`src/rtl/fifo_read_stage_if.sv`:
```
// Handshake/bus bundle between the FIFO read stage, the FIFO core and the consumer.
interface fifo_read_stage_if #(
  parameter int unsigned WIDTH = 8
);
  logic             empty;
  logic             ren;
  logic [WIDTH-1:0] rd_data;
  logic [WIDTH-1:0] out_data;
  logic             out_valid;
  logic             out_ready;
  logic [1:0]       level;

  // Read stage side: consumes FIFO flags/data and consumer ready, drives the rest.
  modport master (
    input  empty,
    input  rd_data,
    input  out_ready,
    output ren,
    output out_data,
    output out_valid,
    output level
  );

  // FIFO core / consumer side.
  modport slave (
    output empty,
    output rd_data,
    output out_ready,
    input  ren,
    input  out_data,
    input  out_valid,
    input  level
  );
endinterface

```
`src/rtl/fifo_read_stage.sv`:
```
// FIFO read output stage: issues read enables against a 1-cycle-latency RAM
// and buffers returning words in a 2-entry skid buffer for a valid/ready consumer.
module fifo_read_stage #(
  parameter int unsigned WIDTH = 8
) (
  input  logic              clock,
  input  logic              reset,
  fifo_read_stage_if.master bus
);

  localparam int unsigned CNT_W = 2;
  localparam int unsigned SUM_W = 3;

  logic [WIDTH-1:0] r_head;
  logic [WIDTH-1:0] r_tail;
  logic [CNT_W-1:0] r_count;
  logic             r_inflight;

  logic             w_pop;
  logic             w_ren;
  logic [SUM_W-1:0] w_pending;
  logic [SUM_W-1:0] w_budget;
  logic [CNT_W-1:0] w_count_post;
  logic [CNT_W-1:0] w_count_nxt;
  logic [WIDTH-1:0] w_head_nxt;
  logic [WIDTH-1:0] w_tail_nxt;

  // Read issue: buffered plus in-flight words may not exceed one slot plus this cycle's pop credit.
  always_comb begin
    w_pop     = (r_count != CNT_W'(0)) & bus.out_ready;
    w_pending = SUM_W'(r_count) + SUM_W'(r_inflight);
    w_budget  = SUM_W'(1) + SUM_W'(w_pop);
    w_ren     = ~reset & ~bus.empty & (w_pending <= w_budget);
  end

  // Buffer update: pop shifts tail to head, then the returning word lands in the first free slot.
  always_comb begin
    w_head_nxt   = r_head;
    w_tail_nxt   = r_tail;
    w_count_post = r_count - CNT_W'(w_pop);
    if (w_pop && (r_count == CNT_W'(2))) begin
      w_head_nxt = r_tail;
    end
    if (r_inflight) begin
      if (w_count_post == CNT_W'(0)) begin
        w_head_nxt = bus.rd_data;
      end else begin
        w_tail_nxt = bus.rd_data;
      end
    end
    w_count_nxt = w_count_post + CNT_W'(r_inflight);
  end

  // State registers; reset discards buffered and in-flight words.
  always_ff @(posedge clock) begin
    if (reset) begin
      r_head     <= '0;
      r_tail     <= '0;
      r_count    <= '0;
      r_inflight <= 1'b0;
    end else begin
      r_head     <= w_head_nxt;
      r_tail     <= w_tail_nxt;
      r_count    <= w_count_nxt;
      r_inflight <= w_ren;
    end
  end

  assign bus.ren       = w_ren;
  assign bus.out_data  = r_head;
  assign bus.out_valid = (r_count != CNT_W'(0));
  assign bus.level     = r_count;

endmodule

```
`src/flat_wrapper.sv`:
```
// flat-port wrapper written by rule: the top's interface ports become plain ports
module fifo_read_stage_flat 
#(
  parameter int unsigned WIDTH = 8
)
  (clock, reset, bus_empty, bus_rd_data, bus_out_ready, bus_ren, bus_out_data, bus_out_valid, bus_level);
  fifo_read_stage_if #(.WIDTH(WIDTH)) bus_i ();
  input  logic clock;
  input  logic reset;
  input wire logic [$bits(bus_i.empty)-1:0] bus_empty;
  input wire logic [$bits(bus_i.rd_data)-1:0] bus_rd_data;
  input wire logic [$bits(bus_i.out_ready)-1:0] bus_out_ready;
  output wire logic [$bits(bus_i.ren)-1:0] bus_ren;
  output wire logic [$bits(bus_i.out_data)-1:0] bus_out_data;
  output wire logic [$bits(bus_i.out_valid)-1:0] bus_out_valid;
  output wire logic [$bits(bus_i.level)-1:0] bus_level;
  assign bus_i.empty = bus_empty;
  assign bus_i.rd_data = bus_rd_data;
  assign bus_i.out_ready = bus_out_ready;
  assign bus_ren = bus_i.ren;
  assign bus_out_data = bus_i.out_data;
  assign bus_out_valid = bus_i.out_valid;
  assign bus_level = bus_i.level;
  fifo_read_stage #(.WIDTH(WIDTH)) u_core (.clock(clock), .reset(reset), .bus(bus_i));
endmodule
```
`config.mk`:
```
export PLATFORM = sky130hd
export DESIGN_NAME = fifo_read_stage_flat
export DESIGN_NICKNAME = d
export VERILOG_FILES = /design/src/rtl/fifo_read_stage_if.sv /design/src/rtl/fifo_read_stage.sv /design/src/flat_wrapper.sv
export SDC_FILE = /design/constraint.sdc
export NUM_CORES = 1
export LEC_CHECK = 0
export BUFFER_PORTS_ARGS = -buffer_cell sky130_fd_sc_hd__clkbuf_2
export CORE_ASPECT_RATIO = 0.75
export CORE_MARGIN = 4
export CORE_UTILIZATION = 43
export CTS_BUF_LIST = sky130_fd_sc_hd__clkbuf_8
export CTS_CLUSTER_SIZE = 16
export DETAILED_ROUTE_END_ITERATION = 8
export HOLD_SLACK_MARGIN = 0.12
export PLACE_DENSITY = 0.79
export SLEW_MARGIN = 0
export SYNTH_ARGS = -nofsm -noshare
export SYNTH_HDL_FRONTEND = slang
export SYNTH_SLANG_ARGS = --single-unit
```
`constraint.sdc`:
```
create_clock -name clock -period 3.9 [get_ports clock]
set_clock_uncertainty 0.05 [all_clocks]
set_input_delay 0.39 -clock clock [delete_from_list [all_inputs] [get_ports clock]]
set_output_delay 0.39 -clock clock [all_outputs]
set_load 0.1 [all_outputs]
```
==> summary.md <==
| Metric | Value |
|---|---|
| Status | complete, no violations |
| Core area | between 2000 and 2500 µm² |
| Net count, final | 148 |
| Slew headroom | roughly 33% |
| Finished Cell Area | 1130 µm² |
| DR vias/cell | ~5.3 |
| Die Ht | 49.1 µm |
| Max-Cap Viols | 0 |
| # Post-CTS Setup Buffers | 0 |
| Worst VDD drop | 0.000328 V |
| Ports | 24 |
| GRT Overall Usage | between 10 and 15% |
| CP max FO | 7 |
| Synth cell types | 26 |
| Crit path DAT | ~2.6 ns |
| H-tree levels | 1 |
| Total Neg Setup Slack | 0 ns |
| Post-synthesis async set-or-reset flop share | 0% |
| Hold_buf cts | 0 |
| Area of the multi-input gates | about 550 µm² |
| Starting Density | a little under half |
| CP endpoint kind | output port |
| CP startpoint kind | flop |
| Total CTS buffers | 3 |
| Post-Syn Nets | roughly 130 |
| Via Count | a little over 800 |
| Post-cts resize count | 0 |
| Yosys reg bits | 19 |
| Sequential area share after synthesis | 39.3% |
| I/O Buffers | 23 |
| Placed Instances | 150 |
| Synthesized cell area | roughly 970 µm² |
| DRC | 0 |
| Final GP Congestion | just over 0.7 |
| Routed len/inst | ~13 µm |
| CTS Buffer Depth | 2 |
| Core Rows | 14 |
| CTS sink count | 19 |
| GRT overflow | 0 |
| RSZ-0062 raised after global routing | no |
| PwrDens | 475 nW/µm² |
| Endpoints failing setup | 0 |
| 1st-pass router iterations | 4 |
| Largest net degree at the start of global routing | 29 |
| Slowest stage cell, crit path | fa_1 |
| Slew @ Worst Pin | around 1 ns |
| CTS tree | done |
| Layout Cells excl Fill | around 150 |
| Commonest non-fill, non-tap cell in the layout | clkbuf_2 |
| CP Cell Sequence | or2_2, and2_1, fa_1, o31a_1, a21oi_1, nor3_4, clkbuf_2 |
| Post-Syn Area per Cell | roughly 8.8 µm² |
| Vias in the first global route | about 760 |
| EDFF count, synth | 0 |
| Ys Warns | 0 |
| DIE WIDTH | about 63 µm |
| Max incr delay on CP | about 0.49 ns |
| Leak Pwr | 0.456 nW |
| Fin. Hold Viols | 0 |
| Min cycle time layout | around 3 ns |
| Top_reg_cell synth | dfxtp_1 |
| Total power | approximately 0.00054 W |
| Die area | between 3000 and 4000 µm² |
| Area growth, synth to finish | 17.2% |
| Initial antenna violation count | 0 |
| Syn Inst Count | 110 |
| Clk Latency, worst-skew pair | 0.26 ns |
| # diodes | 0 |
| Area after DPL | between 1000 and 1500 µm² |
| Period utilisation layout | between 70 and 80% |
| Worst min path class | in2reg |
| Clk root buf | clkbuf_8 |
| Worst EP required | 3.46 ns |
| Layout cells sized above 1 | roughly a quarter |
| Drt total wl | 2010 µm |
| DRT iter0 DRCs | 19 |
| Final Slew Violations | 0 |
| Clk pin slew, worst setup/hold paths | around 0.07 ns |
| Hold_ws | roughly 0.29 ns |
| First-pass GRT wire length | approximately 3400 µm |
| Leading cell types in the layout, fill and taps excluded | clkbuf_2 (23), dfxtp_1 (19), nand2b_1 (18) |
| Filler cells | 198 |
| Post-DRT Antenna Nets | 0 |
| CP Class | reg2out |
| Post-DP HPWL | ~1500 µm |
| Max Freq | 332 MHz |
| Sequential cell area | between 300 and 400 µm² |
## routing by layer
metal / wire [µm] / GRT usage (%) / share of wire [%]
met5: 0 / 0 / 0
met1: 919 / 17.7 / 46
met2: 963 / 22.5 / 48
met3: 123 / 5.30 / 6.1
met4: 0 / 2.20 / 0
## cell type report
type	count	area share [%]
Multi-Input combinational cell	80	48.3
Sequential cell	19	33.5
Timing Repair Buffer	23	10.1
Clock buffer	3	3.64
Tap cell	24	2.65
Inverter	4	1.32
Clock inverter	1	0.441
## kinds of logic (layout without fill, tap and decap cells)
| kind of cell | count (synthesis) | after routing | share of synthesized area [%] |
|---|---|---|---|
| AO/OA/AOI/OAI | 13 | 13 | 10.5 |
| adder cells (fa/ha/maj) | 5 | 5 | 7.24 |
| buffers and inverters | 11 | 31 | 5.30 |
| flip-flops | 19 | 19 | 39.3 |
| multiplexers | 8 | 8 | 8.27 |
| AND/OR/NAND/NOR | 54 | 54 | 29.5 |
## final timing paths
| path | start | endpoint | slack [ns] | cells past startpoint |
|---|---|---|---|---|
| hold reg to reg | u_core.r_tail[0]$_SDFFE_PP0P_ | u_core.r_tail[0]$_SDFFE_PP0P_ | 0.43 | 2 |
| setup reg to reg | u_core.bus.level[0]$_SDFF_PP0_ | u_core.r_inflight$_SDFF_PP0_ | 1.76 | 6 |
| hold / removal | bus_empty | u_core.r_inflight$_SDFF_PP0_ | 0.29 | 2 |
| setup / recovery | u_core.bus.level[0]$_SDFF_PP0_ | bus_ren | 0.89 | 7 |
## critical path: cells and delay by family, from the launching register on
family / cells / cell delay, ns
flip-flops: 1 / 0.35
adder cells (fa/ha/maj): 1 / 0.49
buffers and inverters: 1 / 0.38
AND/OR/NAND/NOR: 3 / 0.55
AO/OA/AOI/OAI: 2 / 0.55
## sequential cells by signal, indices dropped and copies added (netlist names)
| signal | count |
|---|---|
| u_core.bus.out_data | 8 |
| u_core.r_tail | 8 |
| u_core.bus.level | 2 |
| u_core.r_inflight | 1 |
## metrics by stage
stage | utilization (%) | setup WS (ns)
2_1_floorplan | - | 0.223
3_3_place_gp | 52.7 | 1.21
3_5_place_dp | 52.7 | 1.16
4_1_cts | 54.9 | 0.873
5_1_grt | 54.9 | 0.763
6_report | 54.9 | 0.889
## synthesized netlist by cell type (all sizes together), types with 2 or more instances
library cell | instances | area, µm²
buf | 3 | 21.3
nor2b | 2 | 15.0
nand2 | 17 | 63.8
dfxtp | 19 | 380
ha | 4 | 50.1
nand2b | 18 | 113
nor3 | 10 | 50.1
a21oi | 2 | 10.0
inv | 4 | 15.0
clkbuf | 4 | 15.0
mux2i | 8 | 80.1
a311oi | 8 | 70.1
## report_power, final
part / switching, W / internal (W) / leakage [nW] / total [W]
clock network: 0.0000670 / 0.0000711 / 0.0255 / 0.000138
logic: 0.000145 / 0.0000387 / 0.275 / 0.000183
registers: 0.00000922 / 0.000208 / 0.155 / 0.000217
total: 0.000221 / 0.000318 / 0.456 / 0.000539
Power figures use the tool's default switching activity.
